### src/rtl/fire_encoder_if.sv
// -----------------------------------------------------------------------------
// fire_encoder_if
// Request/response bundle between a Fire-code encoder and its user.
//   start     request to encode (only looked at while the encoder is idle)
//   data_in   K-bit message, data_in[K-1] is the highest-degree coefficient
//   data_out  N-bit systematic codeword {message, parity}
//   done      one-cycle pulse, data_out valid from this cycle on
//   busy      high while an encode is in progress
// master = user side, slave = encoder side.
// -----------------------------------------------------------------------------
interface fire_encoder_if #(
  parameter int N = 64,
  parameter int K = 40
);
  logic         start;
  logic [K-1:0] data_in;
  logic [N-1:0] data_out;
  logic         done;
  logic         busy;

  modport master (output start, data_in, input data_out, done, busy);
  modport slave  (input start, data_in, output data_out, done, busy);
endinterface

### src/rtl/fire_encoder.sv
// -----------------------------------------------------------------------------
// fire_encoder
// Bit-serial systematic encoder for the Fire code generated by
//   g(x) = (x^15+1)(x^9+x^4+1) = x^24+x^19+x^15+x^9+x^4+1  (taps 24'h088211).
// parity = (m(x) * x^24) mod g(x); data_out = {message, parity}.
// One message bit is folded into the parity LFSR per clock, MSB first, so an
// encode takes K SHIFT cycles plus one DONE cycle.
//
// Ports
//   clk    rising-edge system clock
//   reset  asynchronous, active-low reset
//   bus    fire_encoder_if.slave: start, data_in in; data_out, done, busy out
//
// Parameters
//   N  codeword length, K message length; N-K must equal 24 (degree of g).
// -----------------------------------------------------------------------------
module fire_encoder #(
  parameter int N = 64,
  parameter int K = 40
) (
  input  logic           clk,
  input  logic           reset,
  fire_encoder_if.slave  bus
);

  localparam int          P   = N - K;
  localparam int          CW  = $clog2(K);
  localparam logic [P-1:0] TAP = P'(24'h088211);

  typedef enum logic [1:0] {
    IDLE  = 2'd0,
    SHIFT = 2'd1,
    DONE  = 2'd2
  } state_t;

  state_t         state;
  state_t         state_next;

  logic [K-1:0]   msg;
  logic [P-1:0]   lfsr;
  logic [P-1:0]   lfsr_next;
  logic [CW-1:0]  cnt;
  logic [N-1:0]   data_out_q;
  logic           fb;

  logic           load;
  logic           step;
  logic           finish;
  logic           busy_c;
  logic           done_c;

  // ---------------------------------------------------------------------------
  // State register
  // ---------------------------------------------------------------------------
  // NOTE: sequential state uses non-blocking assignments so every register
  // samples pre-edge values regardless of process ordering.
  always_ff @(posedge clk or negedge reset) begin
    if (!reset) state <= IDLE;
    else        state <= state_next;
  end

  // ---------------------------------------------------------------------------
  // Next-state and Moore outputs
  // ---------------------------------------------------------------------------
  // NOTE: every signal driven here gets a default first; a path that left one
  // unassigned would infer a latch.
  always_comb begin
    state_next = state;
    load       = 1'b0;
    step       = 1'b0;
    finish     = 1'b0;
    busy_c     = 1'b0;
    done_c     = 1'b0;
    unique case (state)
      IDLE: begin
        if (bus.start) begin
          load       = 1'b1;
          state_next = SHIFT;
        end
      end
      SHIFT: begin
        busy_c = 1'b1;
        step   = 1'b1;
        // The counter never wraps: the bit at index 0 is the last one and
        // consuming it is what ends the encode.
        if (cnt == '0) begin
          finish     = 1'b1;
          state_next = DONE;
        end
      end
      DONE: begin
        done_c     = 1'b1;
        state_next = IDLE;
      end
      default: state_next = IDLE;
    endcase
  end

  assign bus.busy = busy_c;
  assign bus.done = done_c;

  // ---------------------------------------------------------------------------
  // Parity LFSR feedback
  // ---------------------------------------------------------------------------
  // The message is held whole (it is also the top of the codeword) and the
  // counter selects the current bit, which gives MSB-first order without a
  // second shifting copy.
  always_comb begin
    fb        = msg[cnt] ^ lfsr[P-1];
    lfsr_next = {lfsr[P-2:0], 1'b0} ^ (fb ? TAP : '0);
  end

  // ---------------------------------------------------------------------------
  // Datapath
  // ---------------------------------------------------------------------------
  // NOTE: the message register is reset along with the rest of the datapath
  // so an aborted encode leaves no trace of the old message behind.
  always_ff @(posedge clk or negedge reset) begin
    if (!reset) begin
      msg        <= '0;
      lfsr       <= '0;
      cnt        <= '0;
      data_out_q <= '0;
    end else if (load) begin
      msg  <= bus.data_in;
      lfsr <= '0;
      cnt  <= CW'(K - 1);
    end else if (step) begin
      lfsr <= lfsr_next;
      if (finish) begin
        // Codeword is captured only here, so data_out stays put for the
        // whole of the next encode.
        data_out_q <= {msg, lfsr_next};
      end else begin
        cnt <= cnt - 1'b1;
      end
    end
  end

  assign bus.data_out = data_out_q;

endmodule

### src/flat_wrapper.sv
// flat-port wrapper written by rule: the top's interface ports become plain ports
module fire_encoder_flat 
#(
  parameter int N = 64,
  parameter int K = 40
)
  (clk, reset, bus_start, bus_data_in, bus_data_out, bus_done, bus_busy);
  fire_encoder_if #(.N(N), .K(K)) bus_i ();
  input  logic clk;
  input  logic reset;
  input wire logic [$bits(bus_i.start)-1:0] bus_start;
  input wire logic [$bits(bus_i.data_in)-1:0] bus_data_in;
  output wire logic [$bits(bus_i.data_out)-1:0] bus_data_out;
  output wire logic [$bits(bus_i.done)-1:0] bus_done;
  output wire logic [$bits(bus_i.busy)-1:0] bus_busy;
  assign bus_i.start = bus_start;
  assign bus_i.data_in = bus_data_in;
  assign bus_data_out = bus_i.data_out;
  assign bus_done = bus_i.done;
  assign bus_busy = bus_i.busy;
  fire_encoder #(.N(N), .K(K)) u_core (.clk(clk), .reset(reset), .bus(bus_i));
endmodule
### config.mk
export PLATFORM = sky130hd
export DESIGN_NAME = fire_encoder_flat
export DESIGN_NICKNAME = d
export VERILOG_FILES = /design/src/rtl/fire_encoder_if.sv /design/src/rtl/fire_encoder.sv /design/src/flat_wrapper.sv
export SDC_FILE = /design/constraint.sdc
export NUM_CORES = 1
export LEC_CHECK = 0
export BUFFER_PORTS_ARGS = -buffer_cell sky130_fd_sc_hd__buf_2
export CORE_MARGIN = 2
export CORE_UTILIZATION = 55
export DETAILED_ROUTE_END_ITERATION = 10
export PLACE_DENSITY_LB_ADDON = 0.08
export SYNTH_ARGS = -nofsm -noshare
export SYNTH_HDL_FRONTEND = slang
export SYNTH_SLANG_ARGS = --single-unit
### constraint.sdc
create_clock -name clk -period 3.1 [get_ports clk]
set_input_delay 0.155 -clock clk [delete_from_list [all_inputs] [get_ports clk]]
set_output_delay 0.155 -clock clk [all_outputs]
set_load 0.05 [all_outputs]
## Yosys cells after proc, flatten, opt, wreduce, memory -nomap -nowiden

Index checks and enable logic that the tools add are counted.

| storage, ports and cells | value |
|---|---|
| bits in registers | 136 |
| input bits | 43 |
| output and inout port bits | 66 |
| word-level logic and storage cells | 38 |

| cells by class | value |
|---|---|
| add/sub/neg operators | 1 |
| $lt $le $gt $ge | 1 |
| equal/unequal tests | 5 |
| muxes and demuxes | 17 |
| bitwise operators | 3 |
| reductions and logical operators | 6 |

Operators with widths:

| operator | count |
|---|---|
| $mux 24 | 2 |
| $xor 24x24->24 | 1 |
| $mux 20 | 1 |
| $mux 6 | 3 |
| $lt 6x7->1 const B | 1 |
| $mux 1 | 7 |
| $bmux 1 s6 | 1 |
| $logic_not 6->1 | 1 |
| $sub 6x1->6 const B | 1 |
| $mux 2 | 2 |
| $ne 2x1->1 const B | 2 |
| $pmux 2 s2 | 1 |
| $reduce_and 2->1 | 2 |
| $reduce_and 3->1 | 1 |
| $eq 2x1->1 const B | 1 |
| $eq 2x2->1 const B | 1 |
| $logic_not 2->1 | 1 |
| $ne 2x2->1 const B | 1 |
| $reduce_bool 2->1 | 1 |
| $not 1->1 | 1 |
| $xor 1x1->1 | 1 |

## Logic depth before layout (Yosys ltp)

Gate-level depths: netlist (run 1).

| logic depth | value |
|---|---|
| depth after elaboration | 7 |
| mapped depth | 10 |
| depth with buffers taken out | 7 |

## Least setup slack after synthesis (run 1)

OpenSTA, ideal clock, no wires.

| timing | value |
|---|---|
| kind | flip-flop to flip-flop |
| start point | reg u_core.cnt[0] |
| end point | reg u_core.lfsr[0] |
| library setup time | 87 ps |
| data arrival time | 2104 ps |
| data required time | 3013 ps |
| path slack | 909 ps |
| cell stages (with the launch flop) | 8 |
| buffers on the path | 2 |
| period minus slack after synthesis | 2191 ps |
| cells stage by stage | dfrtp_1 -> buf_6 -> mux4_2 -> a22o_1 -> o41a_1 -> buf_6 -> a2111o_1 -> o211ai_1 |

| between the ends | value |
|---|---|
| cells in the longest elaborated chain, start to end | 7 |

Ends and longest elaborated chain:

| element | line | RTL |
|---|---|---|
| start: declaration | fire_encoder.sv:42 | `logic [CW-1:0] cnt;` |
| start signal: assignment | fire_encoder.sv:127 | `cnt <= CW'(K - 1);` |
| start signal: assignment | fire_encoder.sv:135 | `cnt <= cnt - 1'b1;` |
| $bmux 1 s6 | fire_encoder.sv:109 | `fb = msg[cnt] ^ lfsr[P-1];` |
| $mux 1 (not written as such) | fire_encoder.sv:109 |  |
| $xor 1x1->1 | fire_encoder.sv:109 |  |
| $mux 20 | fire_encoder.sv:110 | `lfsr_next = {lfsr[P-2:0], 1'b0} ^ (fb ? TAP : '0);` |
| $xor 24x24->24 | fire_encoder.sv:110 |  |
| $mux 24 | fire_encoder.sv:128 | `end else if (step) begin` |
| $mux 24 | fire_encoder.sv:124 | `end else if (load) begin` |
| end signal: assignment | fire_encoder.sv:129 | `lfsr <= lfsr_next;` |
| end: declaration | fire_encoder.sv:40 | `logic [P-1:0] lfsr;` |

Every way passes these cells. The select of a mux whose other input is x is not followed.
A chain may end at the register's enable or synchronous reset.

## Worst setup path after layout (run 1)

Ends and elaborated chain as after synthesis.

==> flow_summary.yaml, run 1 <==
setup_path:
  worstSetupStartpointType: "register"
  path_class: "reg -> reg"
  path_cells: "buf_4, mux4_2, a22oi_1, nand3b_1, a2111o_1, o211ai_1"
  crit_arrival_ps: 3200
  crit_required_ps: 3540
  crit_fanout: 20
  cp-end-kind: "register"
  rrSetupSlack_ps: 340
  slowest_delay_ps: 570
  slowest_stage: "a2111o_1"
synth:
  syn_inst: 530
  synth_area_leaders: "dfrtp_1 59%, nand2_1 12%, mux2_1 5.5%"
  ys_ff_latch: 136
  synth.largest_area_cell: "dfrtp_1"
  yosys.area.top_type_share: 0.5896
  async_flop_share: 1.000
  netlist_area_um2: 5772
  syn_avg_cell_area_um2: 10.89
  ys_seq_area_frac: 0.5896
  synth_compound_area_frac: 0.08259
  synthesis.nets: 575
  synth_edf_count: 0
  yosysMostFrequentCell: "nand2_1"
  ys_types: 45
  ys.flop_type: "dfrtp_1"
  synth-xor-area-share: 0.006070
  synthAdderAreaFrac: 0.004336
  synthSimpleGateAreaFrac: 0.1702
  synth_top_family_by_area: "simple AND/OR/NAND/NOR gates"
  yosysWarnings: 0
  synthTopCellsByCount: "188 x nand2_1, 136 x dfrtp_1, 28 x clkbuf_1, 28 x mux2_1, 20 x a22o_1"
  yosys-mux-area-fraction: 0.1179
clocking:
  cts_sinks: 136
  path_clk_slew_ps: 60
  cts_buffer_depth: 2
  cts_tree: "done"
  cts-resized-gates: 0
  htreeDepth: 4
  cts_buffers: 17
  clockRootBuffer: "clkbuf_8"
  clock_latency_ps: 530
timing:
  rsz0062_at_grt: "no"
  whs_ps: 165.0
  fmax_mhz: 361.8
  slew_headroom: 0.1571
  final-hold-violation-count: 0
  fin_crit_ps: 2764
  fin_worst_skew_ps: 6.056
  tightest_slew_ps: 1254
  setup_viol: 0
  slew_violations: 0
  fin_crit_sh: 0.8917
  fin_tns_setup_ps: 0
cells_and_area:
  multi_input_area_um2: 2210
  area_growth_pct: 29.20
  final_cells: 822
  regArea_um2: 3403
  num_antenna_cells: 0
  layout-drive-gt1-share: 0.2536
  n_fill_cell: 763
  nets: 719
placement:
  numPortBuffers: 108
  place_inst: 750
  dp_hpwl_um: 8106
  place_congestion: 0.7790
global_route:
  grt-ovfl-total: 0
  grt_pass1_vias: 4536
  grt_usage: 0.2522
  grt_pass1_wl_um: 22140
  antenna_found_initial: 0
  grt_max_degree: 79
floorplanning:
  die_x_um: 106.4
  die_area_um2: 11330
  io_pins: 109
  start_util: 0.5616
  die_h_um: 106.4
  coreArea_um2: 10280
  rows: 37
route:
  routedWlPerCell_um: 16.06
  vias: 4406
  drcViolationCount: 0
  antenna_left: 0
  via_per_inst: 5.360
  postRouteWirelength_um: 13200
  drtIter0Drc: 194
  dr.pass1.iters: 4
power:
  ir_drop_mv: 0.6102
  p_sw_uw: 3735
  p_leak_uw: 0.003814
  powerDensity_nw_per_um2: 1188
  p_comb_frac: 0.401
  clockPowerShare: 0.234
  p_seq_frac: 0.365
  p_int_uw: 5123
  switching_share: 0.4217
job:
  cap_violations: 0
worst_hold_path:
  min_path_type: "in -> reg"
outcome:
  status: "complete, no violations"
## worst max-delay path: cells and delay by family, from the launching register on
kind	cells	cell delay (ps)
buffers and inverters	1	280
multiplexers	1	530
AO/OA/AOI/OAI	3	860
AND/OR/NAND/NOR	1	560
flip-flops	1	450
## flip-flops by register name, summed over array words and instances, names as in the netlist
name	cells
u_core.bus.data_out	64
u_core.msg	40
u_core.cnt	6
u_core.lfsr	24
u_core.state	2
## layout by cell type (no fill, tap or decap), drive strengths merged, types with 5 or more instances in the layout
cell type / synthesis / routed
mux4: 8 / 8
nand3: 6 / 6
a22o: 20 / 20
buf: 6 / 118
inv: 6 / 7
dfrtp: 136 / 136
a31o: 5 / 5
or3: 5 / 5
o211ai: 5 / 5
dlygate4sd3: 0 / 41
a211oi: 5 / 5
nand2: 188 / 188
nor2: 13 / 13
mux2: 40 / 40
mux2i: 5 / 5
and2: 5 / 5
clkbuf: 28 / 19
nand4: 5 / 5
## layer usage
metal  wire (um)  track usage
met5           0            0
met4         178      0.09276
met1        5669       0.3275
met2        6799       0.4245
met3         551      0.04905
## worst paths after layout
check	start	end	cells after the start
max in group asynchronous	reset	u_core.msg[11]	3
worst min register to register	u_core.bus.data_out[11]	u_core.bus.data_out[11]	2
min in group asynchronous	reset	u_core.bus.data_out[8]	2
worst max register to register	u_core.cnt[0]	u_core.lfsr[0]	6
worst min-delay path	bus_start	u_core.state[0]	4
worst max-delay path	u_core.cnt[0]	u_core.lfsr[0]	6
## final cells by class
cell class	count	area share
Clock buffer	19	0.05789
Clock inverter	12	0.02349
Inverter	6	0.003020
Multi-Input combinational cell	354	0.2963
Sequential cell	136	0.4564
Tap cell	136	0.02282
Timing Repair Buffer	159	0.1401
## cell families after synthesis
kind of cell	Yosys count
and+or+nand+nor	236
xor gates and xnor gates	4
DFF	136
adders and majority gates	2
muxes	53
AOI/OAI and AO/OA	59
buffers and inverters	40
## power groups by stage
| stage | logic [uW] | registers [uW] | clock network (uW) |
|---|---|---|---|
| 6_report | 3550 | 3230 | 2070 |
| 5_1_grt | 3830 | 3330 | 2180 |
| 4_1_cts | 3570 | 3220 | 2110 |
| 3_5_place_dp | 3510 | 3230 | 0 |
| 3_3_place_gp | 3420 | 3210 | 0 |
| 2_1_floorplan | 1730 | 4160 | 0 |
## stage by stage
stage	power, uW	utilization	setup WS [ps]	area [um^2]
2_1_floorplan	5884	-	909.4	5772
3_3_place_gp	6632	0.6266	452.0	6440
3_5_place_dp	6743	0.6266	357.3	6440
4_1_cts	8901	0.7256	328.3	7457
5_1_grt	9339	0.7256	181.5	7457
6_report	8859	0.7256	335.8	7457
## repair_timing
action | in CTS | in global routing
hold buffers | 41 | 0
endpoints found under the hold margin | 117 | 0
endpoints found under the setup margin | 0 | 0
buffers inserted | 0 | 0
Note: power is estimated with default switching activity, not from simulation.
==> inputs of run 2 (changes only) <==
--- a/config.mk
+++ b/config.mk
@@ -5,6 +5,7 @@
 export SDC_FILE = /design/constraint.sdc
 export NUM_CORES = 1
 export LEC_CHECK = 0
+export ABC_AREA = 1
 export BUFFER_PORTS_ARGS = -buffer_cell sky130_fd_sc_hd__buf_2
 export CORE_MARGIN = 2
 export CORE_UTILIZATION = 55
==> run 2 against run 1 <==
Synthesized area decreased by 2.8%; maximum frequency increased by 17%; sequential share of layout area increased by 1.6 points; first-iteration DRC count increased by 12%; combinational power decreased by 2%; setup slack improved by 400 ps; highest routed layer unchanged.
==> flow_summary.yaml, run 2 <==
setup_path:
  crit_arrival_ps: 2740
  crit_fanout: 121
  worstSetupStartpointType: "register"
  cp-end-kind: "register"
  r2r-start: "u_core.cnt[1]"
  path_cells: "inv_1, ha_1, nand4_1, nor2_4, clkinv_2, buf_12, nand2_1, o21ai_0"
  crit_cells: 8
  slowest_delay_ps: 530
  reg2reg_depth: 8
  crit_start: "u_core.cnt[1]"
  critPathTopFamily: "buffers and inverters"
  critPathBufInv: 3
  reg2reg_to: "u_core.bus.data_out[28]"
  rrSetupSlack_ps: 740
  slowest_stage: "dfrtp_1"
  worst_setup_path_endpoint: "u_core.bus.data_out[28]"
  path_class: "reg -> reg"
  crit_required_ps: 3470
route:
  drtIter0Drc: 218
  routedWlPerCell_um: 13.82
  postRouteWirelength_um: 12450
  drcViolationCount: 0
  antenna_left: 0
  via_per_inst: 5.084
  dr.pass1.iters: 7
  vias: 4581
timing:
  setup_viol: 0
  fin_crit_ps: 2361
  tightest_slew_ps: 672.9
  fin_worst_skew_ps: 6.712
  slew_violations: 0
  final-hold-violation-count: 0
  fin_crit_sh: 0.7618
  fin_tns_setup_ps: 0
  slew_headroom: 0.5509
  rsz0062_at_grt: "no"
  fmax_mhz: 423.5
global_route:
  grt_pass1_vias: 4449
  antenna_found_initial: 0
  grt_max_degree: 122
  grt_usage: 0.2432
  grt-ovfl-total: 0
  grt_pass1_wl_um: 21290
placement:
  place_congestion: 0.8641
  dp_hpwl_um: 7711
  numPortBuffers: 108
  place_area_um2: 6237
  place_inst: 829
synth:
  synth_compound_area_frac: 0.1240
  yosys.area.top_type_share: 0.6066
  synthTopCellsByCount: "176 x nand2_1, 136 x dfrtp_1, 87 x o21ai_0"
  ys_types: 28
  synth_edf_count: 0
  ys_ff_latch: 136
  synth-xor-area-share: 0
  yosysMostFrequentCell: "nand2_1"
  syn_avg_cell_area_um2: 9.152
  synthSimpleGateAreaFrac: 0.1880
  async_flop_share: 1.000
  ys_seq_area_frac: 0.6066
  synth_area_leaders: "dfrtp_1 61%, nand2_1 12%, o21ai_0 7.8%"
  synthAdderAreaFrac: 0.004460
  yosys-mux-area-fraction: 0
  synth_top_family_by_area: "simple AND/OR/NAND/NOR gates"
  ys.flop_type: "dfrtp_1"
  synth.largest_area_cell: "dfrtp_1"
  yosysWarnings: 0
  netlist_area_um2: 5610
  synthesis.nets: 658
  syn_inst: 613
cells_and_area:
  area_growth_pct: 28.35
  num_antenna_cells: 0
  layout-drive-gt1-share: 0.2109
  fin_area_um2: 7201
  final_cell_mix: "176 x nand2_1, 136 x dfrtp_1, 107 x buf_2, 87 x o21ai_0, 70 x inv_1"
  final_cells: 901
  largest_register_ffs: 64
  finish.utilization: 0.7333
  nets: 801
  mostFrequentLayoutCell: "nand2_1"
  n_fill_cell: 768
clocking:
  cts_sinks: 136
  cts_buffer_depth: 2
  cts_buffers: 17
  cts-resized-gates: 0
  htreeDepth: 4
  clock_latency_ps: 520
  path_clk_slew_ps: 60
  clockRootBuffer: "clkbuf_8"
  cts_tree: "done"
floorplanning:
  die_x_um: 105
  start_util: 0.5714
  rows: 36
  die_h_um: 105
  coreArea_um2: 9819
  die_area_um2: 11030
  io_pins: 109
worst_hold_path:
  min_path_type: "in -> reg"
power:
  ir_drop_mv: 0.6648
  power_uw: 8286
  powerDensity_nw_per_um2: 1151
  p_leak_uw: 0.003642
job:
  cap_violations: 0
outcome:
  status: "complete, no violations"
run 2: kinds of logic (layout without fill, tap and decap cells):
logic type                 after synthesis  in the layout
AOI/OAI and AO/OA                      132            132
buffers and inverters                  105            260
adders and majority gates                2              2
DFF                                    136            136
and+or+nand+nor                        238            238
run 2: worst min path at each step:
stage	start	end	slack [ps]	cells after the start
5_1_grt	bus_start	u_core.msg[37]	220	6
4_1_cts	bus_start	u_core.cnt[4]	180	6
6_report	bus_start	u_core.cnt[4]	190	6
2_1_floorplan	reset	u_core.bus.data_out[0]	-140	0
3_3_place_gp	reset	u_core.bus.data_out[35]	200	1
3_5_place_dp	reset	u_core.bus.data_out[35]	200	1
run 2: per-stage QoR:
| stage | hold WS, ps | setup WS [ps] |
|---|---|---|
| 6_report | 193.7 | 738.5 |
| 5_1_grt | 224.5 | 485.0 |
| 4_1_cts | 182.9 | 761.0 |
| 3_5_place_dp | 202.3 | 774.6 |
| 3_3_place_gp | 196.9 | 916.7 |
| 2_1_floorplan | -140.6 | 1352 |
run 2: final cells by class:
cell class,instances,area (um^2),area share
Timing Repair Buffer,156,1022,0.1420
Inverter,73,275.3,0.03823
Clock buffer,22,452.9,0.06290
Multi-Input combinational cell,372,1780,0.2473
Sequential cell,136,3403,0.4726
Clock inverter,9,100.1,0.01390
Tap cell,133,166.4,0.02311
run 2: power breakdown:
group | leakage, uW | internal (uW) | total, uW | switching [uW]
Combinational | 0.00177 | 953 | 3480 | 2530
Sequential | 0.00160 | 2520 | 2920 | 396
Clock | 0.000270 | 1170 | 1890 | 714
run 2: timing repair:
action / 4_1_cts / 5_1_grt
hold buffers: 41 / 0
setup buffers: 0 / 0
endpoints found under the hold margin: 110 / 0
setup endpoints to repair: 0 / 0
run 2: worst reg2reg max path: cells and delay by family, from the launching register on:
family                     cells  cell delay [ps]
DFF                            1              530
and+or+nand+nor                3              640
AOI/OAI and AO/OA              1              100
adders and majority gates      1              230
buffers and inverters          3              720
run 2: metal layers:
metal  vias up  GRT usage  share of wire
met5         -          0              0
met4         0     0.1067          0.016
met3        16    0.05677          0.047
met2       134     0.3743           0.47
met1      2171     0.3319           0.47
li1       2260          -              -
==> inputs of run 3 (changes only) <==
==> constraint.sdc (replaced) <==
create_clock -name clk -period 2.3 [get_ports clk]
set_input_delay 0.115 -clock clk [delete_from_list [all_inputs] [get_ports clk]]
set_output_delay 0.115 -clock clk [all_outputs]
set_load 0.05 [all_outputs]
==> run 3 against run 2 <==
Maximum frequency grew 23%; utilization grew 1.4 points; via count grew 0.65%; clock power grew 50%; sequential power grew 34%; combinational power grew 38%; largest power group unchanged; worst hold slack lost 84 ps; final cell count grew 0.67%; design area grew 1.9%.
==> flow_summary.yaml, run 3 (synthesis gave the netlist of run 2 again) <==
clocking:
  cts_buffers: 17
  path_clk_slew_ps: 60
  htreeDepth: 4
  cts_setup_buffers: 0
  cts-resized-gates: 0
  clockRootBuffer: "clkbuf_8"
  hold_buffers: 41
  cts_buffer_depth: 2
  cts_tree: "done"
  clock_latency_ps: 510
  cts_sinks: 136
outcome:
  status: "complete, no violations"
power:
  p_comb_frac: 0.415
  p_sw_uw: 5011
  switching_share: 0.4341
  clockPowerShare: 0.246
  powerDensity_nw_per_um2: 1573
  p_int_uw: 6531
  p_leak_uw: 0.003698
  p_seq_frac: 0.339
  power_uw: 11540
  ir_drop_mv: 0.8681
job:
  cap_violations: 0
cells_and_area:
  multi_input_area_um2: 1780
  area_growth_pct: 30.75
  nets: 806
  largest_register_ffs: 64
  mostFrequentLayoutCell: "nand2_1"
  layout-drive-gt1-share: 0.2196
  num_antenna_cells: 0
  n_fill_cell: 741
  final_cell_mix: "176 x nand2_1, 136 x dfrtp_1, 107 x buf_2, 87 x o21ai_0, 70 x inv_1"
  regArea_um2: 3403
  finish.utilization: 0.7471
route:
  postRouteWirelength_um: 12700
  dr.pass1.iters: 5
  antenna_left: 0
  vias: 4611
  drtIter0Drc: 323
  drcViolationCount: 0
  routedWlPerCell_um: 14.01
  via_per_inst: 5.084
placement:
  place_congestion: 0.8618
  numPortBuffers: 108
  dp_hpwl_um: 8018
  dp_slack_ps: 412.2
setup_path:
  crit_required_ps: 2680
  worstSetupStartpointType: "register"
  slowest_delay_ps: 490
  path_class: "reg -> reg"
  crit_arrival_ps: 2300
  cp-end-kind: "register"
  slowest_stage: "dfrtp_1"
  crit_fanout: 58
  path_cells: "nor2_2, nand4_1, nor2_4, clkinv_2, buf_12, nand2_1, o21ai_0"
floorplanning:
  die_x_um: 105
  coreArea_um2: 9819
  start_util: 0.5714
  io_pins: 109
  rows: 36
  die_area_um2: 11030
  die_h_um: 105
global_route:
  grt_pass1_vias: 4666
  antenna_found_initial: 0
  grt_usage: 0.2466
  grt_pass1_wl_um: 21960
  grt-ovfl-total: 0
  grt_max_degree: 59
timing:
  slew_violations: 0
  fin_crit_sh: 0.8356
  rsz0062_at_grt: "no"
  slew_headroom: 0.5843
  worst_slack_ps: 378.1
  fmax_mhz: 520.3
  setup_viol: 0
  fin_crit_ps: 1922
  fin_worst_skew_ps: 13.19
  tightest_slew_ps: 622.8
  final-hold-violation-count: 0
  fin_tns_setup_ps: 0
  whs_ps: 109.8
worst_hold_path:
  min_path_type: "in -> async"
run 3: layout make-up:
type / instances / area share
sequential: 136 / 0.4639
timing repair buffer: 161 / 0.1479
tap: 133 / 0.02268
clock inverter: 13 / 0.02644
clock buffer: 19 / 0.05884
inverter: 73 / 0.03752
multi-input combinational: 372 / 0.2427
run 3: power groups by stage:
| stage | combinational, uW | sequential (uW) | clock, uW |
|---|---|---|---|
| 3_3_place_gp | 4620 | 3900 | 0 |
| 3_5_place_dp | 4710 | 3930 | 0 |
| 6_report | 4800 | 3910 | 2830 |
| 2_1_floorplan | 2260 | 5230 | 0 |
| 5_1_grt | 5290 | 4030 | 2990 |
| 4_1_cts | 4810 | 3910 | 2870 |
run 3: worst max-delay path: cells and delay by family (launching register included):
| family | cells | cell delay, ps |
|---|---|---|
| and+or+nand+nor | 4 | 530 |
| DFF | 1 | 490 |
| AOI/OAI and AO/OA | 1 | 100 |
| buffers and inverters | 2 | 640 |
run 3: final timing paths:
path / from / end / slack (ps) / cells after the start
max in group asynchronous: reset / u_core.msg[0] / 1400 / 3
max: u_core.cnt[2] / u_core.bus.data_out[37] / 380 / 7
min reg2reg: u_core.bus.data_out[27] / u_core.bus.data_out[27] / 480 / 2
min in group clk: bus_start / u_core.lfsr[15] / 170 / 6
min: reset / u_core.bus.data_out[32] / 110 / 2
max reg2reg: u_core.cnt[2] / u_core.bus.data_out[37] / 380 / 7
run 3: metrics by stage:
stage,cell area [um^2],cells
floorplan,5610,613
global placement,6300,834
detailed placement,6300,834
CTS,7336,907
global route,7336,907
finish,7336,907
run 3: routing by layer:
layer / GRT usage / wire (um)
met3: 0.06675 / 630
met2: 0.3762 / 5987
met5: 0 / 0
met1: 0.3531 / 6012
met4: 0.06381 / 72
